$ cat src/rtl/cvt_int_fp_pkg.sv
// Shared constants, types and the rounding helper for the integer to
// floating-point converter.
package cvt_int_fp_pkg;

    // Kept significand widths, hidden/explicit leading bit included
    localparam int EXT_PREC = 64;
    localparam int DBL_PREC = 53;
    localparam int SNG_PREC = 24;

    // Exponent bias of each internal result format
    localparam logic [15:0] EXT_BIAS = 16'h7fff;
    localparam logic [11:0] DBL_BIAS = 12'h7ff;
    localparam logic [8:0]  SNG_BIAS = 9'hff;

    typedef enum logic [1:0] {
        FMT_EXT = 2'd0,
        FMT_DBL = 2'd1,
        FMT_SNG = 2'd2
    } fmt_t;

    typedef struct packed {
        logic [63:0] mant;
        logic        carry;
        logic        inexact;
    } rnd_t;

    // Round a normalized 65-bit magnitude (leading one in bit 64) to prec
    // bits, nearest-even. Every discarded bit below the kept LSB lands in
    // rem: rem[64] is the guard bit, the rest form round and sticky.
    function automatic rnd_t round_rne(input logic [64:0] norm, input int prec);
        rnd_t        r;
        logic [64:0] kept;
        logic [64:0] rem;
        logic [64:0] sum;
        logic        up;
        kept      = norm >> (65 - prec);
        rem       = norm << prec;
        up        = rem[64] & ((|rem[63:0]) | kept[0]);
        sum       = kept + {64'd0, up};
        r.carry   = |(sum >> prec);
        r.mant    = r.carry ? (64'd1 << (prec - 1)) : sum[63:0];
        r.inexact = |rem;
        return r;
    endfunction

endpackage

$ cat src/rtl/lead_one_det64.sv
// Leading-one detector over a 65-bit magnitude: returns the bit index of
// the most significant set bit and flags an all-zero input.
module lead_one_det64 (
    input  logic [64:0] value,
    output logic [6:0]  index,
    output logic        zero
);

    // Scan upward so the highest set bit wins
    always_comb begin
        index = 7'd0;
        for (int i = 0; i < 65; i++) begin
            if (value[i]) index = 7'(i);
        end
        zero = ~|value;
    end

endmodule

$ cat src/rtl/cvt_int_fp.sv
// Three-stage integer to floating-point converter: magnitude, normalize,
// round and pack. clkEn freezes the whole pipeline, valid bits included.
module cvt_int_fp
    import cvt_int_fp_pkg::*;
#(
    parameter logic [15:0] BIAS = EXT_BIAS
) (
    input  logic        clk,
    input  logic        rst,
    input  logic        clkEn,
    input  logic        en,
    input  logic [63:0] A,
    input  logic        isSigned,
    input  logic        is32b,
    input  logic        isEXT,
    input  logic        isDBL,
    input  logic        isSNG,
    output logic [81:0] res,
    output logic        res_vld,
    output logic        inexact
);

    logic [63:0] ext_op;
    logic        op_sign;
    logic [64:0] op_mag;
    fmt_t        op_fmt;

    logic        s1_vld;
    logic        s1_sign;
    logic [64:0] s1_mag;
    fmt_t        s1_fmt;

    logic [6:0]  lead_idx;
    logic        lead_zero;

    logic        s2_vld;
    logic        s2_sign;
    logic        s2_zero;
    logic [6:0]  s2_p;
    logic [64:0] s2_norm;
    fmt_t        s2_fmt;

    rnd_t        rnd;
    logic [15:0] e_ext;
    logic [11:0] e_dbl;
    logic [8:0]  e_sng;
    logic [81:0] packed_res;
    logic        packed_inex;

    // Widen to 64 bits, then take a 65-bit magnitude so -2^63 stays exact
    always_comb begin
        if (is32b) begin
            ext_op = isSigned ? {{32{A[31]}}, A[31:0]} : {32'd0, A[31:0]};
        end else begin
            ext_op = A;
        end
        op_sign = isSigned & ext_op[63];
        op_mag  = op_sign ? (65'd0 - {1'b1, ext_op}) : {1'b0, ext_op};
        if (isEXT)      op_fmt = FMT_EXT;
        else if (isDBL) op_fmt = FMT_DBL;
        else            op_fmt = FMT_SNG;
    end

    // Stage 1 register: sign, magnitude and controls
    always_ff @(posedge clk) begin
        if (!rst) begin
            s1_vld  <= 1'b0;
            s1_sign <= 1'b0;
            s1_mag  <= '0;
            s1_fmt  <= FMT_EXT;
        end else if (clkEn) begin
            s1_vld  <= en;
            s1_sign <= op_sign;
            s1_mag  <= op_mag;
            s1_fmt  <= op_fmt;
        end
    end

    lead_one_det64 u_lod (
        .value (s1_mag),
        .index (lead_idx),
        .zero  (lead_zero)
    );

    // Stage 2 register: leading-one index and left-normalized magnitude
    always_ff @(posedge clk) begin
        if (!rst) begin
            s2_vld  <= 1'b0;
            s2_sign <= 1'b0;
            s2_zero <= 1'b0;
            s2_p    <= '0;
            s2_norm <= '0;
            s2_fmt  <= FMT_EXT;
        end else if (clkEn) begin
            s2_vld  <= s1_vld;
            s2_sign <= s1_sign;
            s2_zero <= lead_zero;
            s2_p    <= lead_idx;
            s2_norm <= s1_mag << (7'd64 - lead_idx);
            s2_fmt  <= s1_fmt;
        end
    end

    // Round at the target precision, then pack sign/exponent/fraction
    always_comb begin
        unique case (s2_fmt)
            FMT_EXT: rnd = round_rne(s2_norm, EXT_PREC);
            FMT_DBL: rnd = round_rne(s2_norm, DBL_PREC);
            default: rnd = round_rne(s2_norm, SNG_PREC);
        endcase
        e_ext = BIAS + {9'd0, s2_p} + {15'd0, rnd.carry};
        e_dbl = DBL_BIAS + {5'd0, s2_p} + {11'd0, rnd.carry};
        e_sng = SNG_BIAS + {2'd0, s2_p} + {8'd0, rnd.carry};
        packed_res  = '0;
        packed_inex = rnd.inexact;
        unique case (s2_fmt)
            FMT_EXT: begin
                packed_res[81]    = e_ext[15];
                packed_res[80]    = s2_sign;
                packed_res[79:65] = e_ext[14:0];
                packed_res[64:33] = rnd.mant[63:32];
                packed_res[31:0]  = rnd.mant[31:0];
            end
            FMT_DBL: begin
                packed_res[81]    = e_dbl[11];
                packed_res[64]    = s2_sign;
                packed_res[63:53] = e_dbl[10:0];
                packed_res[52:33] = rnd.mant[51:32];
                packed_res[31:0]  = rnd.mant[31:0];
            end
            default: begin
                packed_res[32]    = e_sng[8];
                packed_res[31]    = s2_sign;
                packed_res[30:23] = e_sng[7:0];
                packed_res[22:0]  = rnd.mant[22:0];
            end
        endcase
        if (s2_zero) begin
            packed_res  = '0;
            packed_inex = 1'b0;
        end
    end

    // Stage 3 register: outputs forced to zero whenever not valid
    always_ff @(posedge clk) begin
        if (!rst) begin
            res_vld <= 1'b0;
            res     <= '0;
            inexact <= 1'b0;
        end else if (clkEn) begin
            res_vld <= s2_vld;
            res     <= s2_vld ? packed_res : '0;
            inexact <= s2_vld & packed_inex;
        end
    end

endmodule

$ cat config.mk
export PLATFORM = sky130hd
export DESIGN_NAME = cvt_int_fp
export DESIGN_NICKNAME = d
export VERILOG_FILES = /design/src/rtl/cvt_int_fp_pkg.sv /design/src/rtl/lead_one_det64.sv /design/src/rtl/cvt_int_fp.sv
export SDC_FILE = /design/constraint.sdc
export NUM_CORES = 1
export LEC_CHECK = 0
export ABC_CLOCK_PERIOD_IN_PS = 4100
export BUFFER_PORTS_ARGS = -buffer_cell sky130_fd_sc_hd__buf_2
export CAP_MARGIN = 20
export CORE_UTILIZATION = 57
export CTS_BUF_LIST = sky130_fd_sc_hd__clkbuf_2 sky130_fd_sc_hd__clkbuf_4 sky130_fd_sc_hd__clkbuf_8
export CTS_CLUSTER_SIZE = 20
export DETAILED_ROUTE_END_ITERATION = 10
export PLACE_DENSITY_LB_ADDON = 0.2
export REMOVE_ABC_BUFFERS = 1
export SLEW_MARGIN = 40
export SYNTH_ARGS = -nofsm -noshare
export SYNTH_HDL_FRONTEND = slang
export SYNTH_HIERARCHICAL = 1
export SYNTH_SLANG_ARGS = --single-unit
$ cat constraint.sdc
create_clock -name clk -period 4.1 [get_ports clk]
set_input_delay 0.615 -clock clk [delete_from_list [all_inputs] [get_ports clk]]
set_output_delay 0.615 -clock clk [all_outputs]
set_load 0.01 [all_outputs]
* Yosys cells after proc, flatten, opt, wreduce, memory -nomap -nowiden *
Index checks and enable logic that the tools add are counted.

cells by class
  add/sub/neg operators = 11
  muxes and demuxes = 81
  shift-type cells = 1
  reductions and logical operators = 10
  bitwise operators = 7
  equality and inequality tests = 1

operators by type and width
  operator                                            count
  2-to-1 mux 6 bit                                    32
  2-to-1 mux 64 bit                                   3
  2-to-1 mux 82 bit                                   2
  case mux 66 bit (2 select lines)                    1
  OR reduction 41 bit                                 2
  2-to-1 mux 5 bit                                    16
  adder 64 x 1 -> 65 bit                              1
  2-to-1 mux 65 bit                                   1
  OR reduction 65 bit                                 1
  left shift 65 x 7 -> 65 bit                         1
  subtractor 1 x 65 -> 65 bit (first input constant)  1
  case mux 32 bit (2 select lines)                    1
  adder 53 x 1 -> 54 bit                              1
  2-to-1 mux 54 bit                                   1
  OR reduction 40 bit                                 1
  2-to-1 mux 32 bit                                   1
  2-to-1 mux 4 bit                                    8
  adder 24 x 1 -> 25 bit                              1
  2-to-1 mux 25 bit                                   1
  OR reduction 12 bit                                 2
  adder 15 x 7 -> 16 bit (first input constant)       1
  adder 16 x 1 -> 16 bit                              1
  2-to-1 mux 16 bit                                   1
  adder 11 x 7 -> 12 bit (first input constant)       1
  other kinds (16)                                    29

word-level totals
  output and inout port bits = 84
  register bits = 230
  logic and storage cells = 124
  input port bits = 73

* Logic depth before layout (Yosys ltp) *
Gate-level depths: netlist of run 1.

  depth after elaboration = 66
  mapped depth = 21

* By module *
Netlist of run 1, hierarchy kept.

by module, submodules not included
  module          instances  seq. area each (um^2)  area each (um^2)  cells each
  cvt_int_fp      1          4564.4                 17549.3           2139
  lead_one_det64  1          0.0                    865.8             145

* Worst setup path before layout of run 1 *
No wires, ideal clock.

  path kind = register to register
  from = register s1_mag[64]
  to = register s2_norm[54]
  required time = 3.980 ns
  setup time = 0.120 ns
  stages on the path, launching flop included = 21
  clock period less this slack = 4.472 ns
  arrival = 4.352 ns
  path slack = -0.372 ns
  buffers on the path = 8
  cells stage by stage = dfxtp_1 -> clkbuf_1 -> nor3_1 -> o21ai_0 -> nor3_1 -> nand3_1 -> o211ai_1 -> buf_6 -> buf_4 -> buf_4 -> inv_1 -> ha_1 -> buf_2 -> buf_2 -> buf_2 -> buf_2 -> mux4_2 -> mux2_2 -> o211ai_1 -> o21ai_0 -> a211o_1

on the way
  word-level cells in the longest chain between the ends = 3

RTL lines
  what                         line                  text
  start: declaration           cvt_int_fp.sv:30      logic [64:0] s1_mag;
  start signal: assignment     cvt_int_fp.sv:74      s1_mag <= op_mag;
  2-to-1 mux 7 bit             lead_one_det64.sv:13  if (value[i]) index = 7'(i);
  net lead_idx[0]              cvt_int_fp.sv:33      logic [6:0] lead_idx;
  subtractor 7 bit             cvt_int_fp.sv:99      s2_norm <= s1_mag << (7'd64 - lead_idx);
  left shift 65 x 7 -> 65 bit  cvt_int_fp.sv:99
  end signal: assignment       cvt_int_fp.sv:99
  end: declaration             cvt_int_fp.sv:40      logic [64:0] s2_norm;

The timed path passes the listed nets, and every way through them passes these cells.
A chain may end at the register's enable or synchronous reset.

* Worst setup path in the final report of run 1 *
  from = register s1_mag[9]
  to = register s2_norm[58]

on the way
  word-level cells in the longest chain between the ends = 58

RTL lines
  what                             line
  2-to-1 mux 4 bit (7 in series)   lead_one_det64.sv:13
  2-to-1 mux 5 bit (16 in series)  lead_one_det64.sv:13
  2-to-1 mux 6 bit (32 in series)  lead_one_det64.sv:13
  2-to-1 mux 7 bit                 lead_one_det64.sv:13
  net lead_idx[2]                  cvt_int_fp.sv:33
  subtractor 7 bit                 cvt_int_fp.sv:99
  left shift 65 x 7 -> 65 bit      cvt_int_fp.sv:99

The timed path passes the listed nets, and every way through them passes these cells.

==> impl_metrics.toml, run 1 <==
[critical_path]
arrival_ps = 4520
cpPeakStageDelay_ps = 600
start_kind = "flop"
crit_top_cell = "buf_4"
endpoint_kind = "flop"
crit_type = "flop to flop"
cp_max_fo = 9
cp_slowest_cell = "mux4_1"
reg2reg_from = "s1_mag[9]"
cp_cell_sequence = "or4_4, o2111ai_4, a21oi_2, a211o_1, a31oi_1, buf_4, nor3_4, buf_4, xor2_4, buf_12, buf_4, mux4_1, or2_2, a21oi_1, a221o_1"
required_ps = 4600
startpoint = "s1_mag[9]"

[synthesis]
synthesis.area_um2 = 18400
ys_types = 90
synth.top_cell.area_share_pct = 24.8
ys_seq_area_share_pct = 24.8
synth_seq_cells = 228
yosys_warnings = 6
yosys_most_used_dff = "dfxtp_1"
synth_edf_count = 0
ys_async_sr_fraction_pct = 0
yosys-top-cells-area = "dfxtp_1 (25%), mux4_2 (7.9%), mux2i_1 (4.7%), nor2_1 (4.4%), xnor2_1 (4.3%)"
synth_area_per_cell_um2 = 8.06
syn_inst = 2284
synth_top_area_cell = "dfxtp_1"

[power_and_ir_drop]
power_density_nw_per_um2 = 520
p_leak_nw = 8.63
ir_drop_v = 0.000294
p_total_mw = 11.5

[sta]
finClkSkew_ps = 25.9
final_hold_viol_count = 0
rsz0062_at_grt = "yes"
max_freq_mhz = 249
max-slew-margin-rel_pct = 44.4
period_needed_ps = 4020
finalMaxSlewViolations = 0
setup_viol = 0
worstMarginPinSlew_ps = 826
fin_crit_sh_pct = 98.0

[flow_run]
cap_viol_max_count = 0

[global_routing]
grt-busiest-layer = "met2"
grt_pass1_wl_um = 114000
antenna_found_initial = 0
use_met3_pct = 8.02
grt_overflow = 0
use_met2_pct = 74.2
grt_max_degree = 84
track_usage_pct = 44.6
grt_pass1_vias = 19700
met1_usage_pct = 51.4

[placed_design]
dp_hpwl_um = 57200
place_congestion = 1.06
portBuffers = 155

[floorplanning]
core_area_um2 = 31600
start_util_pct = 58.2
io_pins = 157
dieWidth_um = 182
die_h_um = 182
num_rows = 65
die_area_um2 = 33000

[finish]
area_growth_syn_to_layout_pct = 20.3
final_cell_mix = "buf_4 (263), dfxtp_1 (221), nor2_1 (214), nand2_1 (210), buf_2 (154)"
nFillCells = 2517
final_common_cell = "buf_4"
drive_gt1_share_pct = 26.6
multi_input_area_um2 = 12900
fin_util_pct = 70.0
fin_nets = 2640
register_area_um2 = 4570
antenna_cells = 0

[route]
routed_wl_um = 75400
avgViaCountPerCell = 6.84
routedWlPerCell_um = 25.2
num_vias = 20400
antenna_left = 0
first_pass_iters = 6
drc_errors = 0
drt-initial-drc-count = 2199

[outcome]
status = "finished clean"

[clocking]
clock_latency_ps = 570
cts_buffers = 40
clock-root-buffer = "clkbuf_8"
cts_max_level = 2
clk_pin_slew_worst_paths_ps = 60
cts_tree = "built"
cts_buffer_depth = 3
cts_sinks = 228

[min_path]
hold_class = "input port to flop"
min_from = "A[1]"
[layout make-up]
class | count | share of cell area [%]
clock buffer | 57 | 3.37
clock inverter | 13 | 0.644
inverter | 45 | 0.762
multi-input combinational | 1809 | 58.4
sequential | 228 | 20.6
tap | 402 | 2.27
timing repair buffer | 435 | 13.9
[kinds of logic after synthesis]
family | count (synthesis) | share of synthesized area [%]
AND/OR/NAND/NOR | 843 | 23.0
AO/OA/AOI/OAI | 594 | 21.9
buffers and inverters | 247 | 6.12
flip-flops | 228 | 24.8
multiplexers | 190 | 15.3
XOR/XNOR | 174 | 8.32
adder cells (fa/ha/maj) | 8 | 0.544
[state kept, by name (all words and copies together) (netlist names)]
register and cells:
s2_zero 1, res 80, s2_vld 1, res_vld 1, s2_norm 65, s2_sign 1
inexact 1, s2_p 7, s1_fmt 2, s1_vld 1, s1_sign 1, s1_mag 65
s2_fmt 2
[worst paths after layout]
| path | slack [ps] | endpoint | depth (start not counted) |
|---|---|---|---|
| max reg2reg | 80 | s2_norm[58] | 15 |
| min reg2reg | 460 | res[24] | 1 |
| min | 340 | s1_mag[1] | 3 |
| max | 80 | s2_norm[58] | 15 |
[report_power, final]
| group | switching [mW] | total [mW] | leakage (nW) | internal, mW |
|---|---|---|---|---|
| logic | 3.41 | 6.38 | 6.30 | 2.97 |
| registers | 0.316 | 2.75 | 1.86 | 2.43 |
| clock network | 1.02 | 2.38 | 0.472 | 1.36 |
[metrics by stage]
stage / TNS, ps / setup WS (ps) / hold WS, ps / std cells / cell area, µm²
floorplan: -658970 / -7950 / 458 / 2082 / 17500
global placement: 0 / 136 / 442 / 2912 / 21000
detailed placement: -803 / -110 / 447 / 2912 / 21000
CTS: 0 / 4.03 / 333 / 2982 / 21900
global route: -429 / -85.5 / 366 / 2989 / 22200
finish: 0 / 80.8 / 343 / 2989 / 22200
[routing by layer]
layer | wire, µm | up-vias
li1 | - | 9139
met2 | 34600 | 1381
met5 | 0 | -
met4 | 6510 | 0
met1 | 27400 | 9548
met3 | 6910 | 375
[what timing repair did]
action                                  CTS  global route
gates cloned                              0             1
resized for setup                         2            28
hold buffers                              0             0
setup buffers                             0             6
pin swaps                                 0             6
endpoints found under the setup margin   24            62
[synthesized netlist by cell type, drive strengths merged, types with 20 or more instances]
library cell / n
inv: 44
nand4: 58
o211ai: 37
nor3: 81
clkbuf: 102
buf: 100
a211oi: 26
a21oi: 123
a2bb2oi: 28
or3: 26
mux2i: 87
xnor2: 92
nand2: 211
a22o: 20
nor4: 71
o22ai: 21
mux2: 34
xor2: 82
a31oi: 24
o21ai: 132
dfxtp: 228
mux4: 69
nand3: 69
nor2: 216
[critical path, delay by kind of cell, from the launching register on]
kind / cells / cell delay, ps
simple gates: 3 / 940
buf+inv: 4 / 640
flops: 1 / 370
compound gates: 6 / 1200
xor+xnor: 1 / 190
mux: 1 / 600
Power figures use the tool's default switching activity.
==> run 2: changes to the inputs <==
Settings changed: BUFFER_PORTS_ARGS -buffer_cell sky130_fd_sc_hd__buf_2 to unset, CORE_UTILIZATION 57 to 61, DONT_BUFFER_PORTS set to 1, GPL_ROUTABILITY_DRIVEN set to 1, GPL_TIMING_DRIVEN set to 1.
==> run 2 against run 1 <==
Against the previous run: the flow now finishes with violations (setup timing); largest cell class unchanged; routed wire length rose by 0.15%; utilization increased by 1.3 points; largest power group unchanged; clock skew up 7.8 ps; highest routed layer is now met5; critical endpoint is now s2_norm[59]; critical path depth fell by 2; design area decreased by 4.5%; clock power is 3% higher; count of clock-buffer cells in the layout grew 2; fmax fell by 2.3%; total power decreased by 1.8%.
==> impl_metrics.toml, run 2 (synthesized netlist as in run 1, its figures left out) <==
[global_routing]
grt_pass1_vias = 19500
antenna_found_initial = 1
grt_max_degree = 106
track_usage_pct = 47.6
grt_pass1_wl_um = 113000
grt_overflow = 0

[floorplanning]
core_area_um2 = 29600
io_pins = 157
die_area_um2 = 30900
start_util_pct = 62.1
die_h_um = 176
num_rows = 63
dieWidth_um = 176

[critical_path]
cp_slowest_cell = "o21ai_0"
cp_max_fo = 10
startpoint = "s1_mag[52]"
r2r_slack_ps = -10
start_kind = "flop"
required_ps = 4560
crit_type = "flop to flop"
rr_worst_depth = 13
endpoint_kind = "flop"
endpoint = "s2_norm[59]"
crit_family = "compound AO/OA/AOI/OAI gates"
cpPeakStageDelay_ps = 420
cp_cell_sequence = "o31a_1, o21ai_0, a311oi_1, nor4_2, inv_1, ha_4, buf_4, mux4_2, mux2_2, mux2i_2, nor2_1, a21o_1, a221o_1"
worst-path-stages = 13
arrival_ps = 4580
worst-path-buf-inv = 2
reg2reg_from = "s1_mag[52]"
reg2reg_to = "s2_norm[59]"

[finish]
nFillCells = 2270
area_growth_syn_to_layout_pct = 14.9
multi_input_area_um2 = 12900
final_common_cell = "buf_4"
fin_nets = 2472
register_area_um2 = 4570
final_cell_mix = "buf_4 (255), dfxtp_1 (225), nor2_1 (215), nand2_1 (209), o21ai_0 (128)"
regMostFlops = "res"
largestRegisters = "res (80), s1_mag (65), s2_norm (65)"
largest_register_ffs = 80
drive_gt1_share_pct = 21.1
antenna_cells = 0

[clocking]
cts_buffer_depth = 3
cts_buffers = 41
clock-root-buffer = "clkbuf_8"
cts-resized-gates = 0
cts_sinks = 228
cts_setup_buffers = 0
cts_max_level = 2
clock_latency_ps = 590
cts_tree = "built"
clk_pin_slew_worst_paths_ps = 60
cts_hold_buf = 0

[route]
num_vias = 20300
drc_errors = 0
antenna_left = 0
avgViaCountPerCell = 7.21
routedWlPerCell_um = 26.8
drt-initial-drc-count = 2413
routed_wl_um = 75500
first_pass_iters = 7

[placed_design]
dp_hpwl_um = 55700
portBuffers = 0
place_congestion = 1.05
pre_cts_ws_ps = 90.3

[sta]
finalMaxSlewViolations = 0
setup_viol = 1
final_hold_viol_count = 0
period_needed_ps = 4110
layout_setup_ws_ps = -14.2
finalSetupTns_ps = -14.2
finClkSkew_ps = 33.7
worstMarginPinSlew_ps = 858
max_freq_mhz = 243
fin_crit_sh_pct = 100
max-slew-margin-rel_pct = 42.8

[power_and_ir_drop]
p_leak_nw = 7.79
power_density_nw_per_um2 = 534
ir_drop_v = 0.000320
p_total_mw = 11.3

[flow_run]
cap_viol_max_count = 0

[outcome]
violations = "setup timing"
status = "complete, but fails checks"

[min_path]
hold_class = "input port to flop"
==> run 2: per-layer routing <==
layer	routed length [µm]	share of wire [%]	track usage [%]
met1	26600	35	53.5
met2	33400	44	77.0
met3	8000	11	10.5
met4	7420	9.8	39.9
met5	14	0.019	0
==> run 2: final cells by class <==
class	instances	share of cell area, %
clock inverter	16	0.781
tap	390	2.31
multi-input combinational	1809	60.9
timing repair buffer	266	10.1
sequential	228	21.6
clock buffer	59	3.57
inverter	45	0.798
==> run 2: power breakdown <==
group / internal, mW / total [mW] / leakage [nW] / switching [mW]
sequential: 2.43 / 2.77 / 1.86 / 0.342
clock: 1.38 / 2.44 / 0.479 / 1.06
combinational: 2.83 / 6.09 / 5.45 / 3.26
==> run 2: worst min path at each step <==
stage                         start          to  slack (ps)  depth (start not counted)
after CTS                     clkEn  s1_mag[40]         140                          1
after global routing          clkEn  s1_mag[40]         140                          1
after floorplan           s1_fmt[0]   s1_fmt[0]         460                          2
after detailed placement    s1_sign     s1_sign         490                          2
final                           rst  s1_mag[36]         170                          1
after global placement    s1_fmt[0]   s1_fmt[0]         470                          2
==> run 2: through the flow <==
| step | hold WS [ps] | instance area, µm² | util [%] | cells |
|---|---|---|---|---|
| after global placement | 472 | 20100 | 67.9 | 2737 |
| after global routing | 140 | 21200 | 71.4 | 2813 |
| after CTS | 135 | 21100 | 71.1 | 2812 |
| after floorplan | 458 | 17500 | - | 2082 |
| after detailed placement | 486 | 20100 | 68.0 | 2737 |
| final | 167 | 21200 | 71.4 | 2813 |
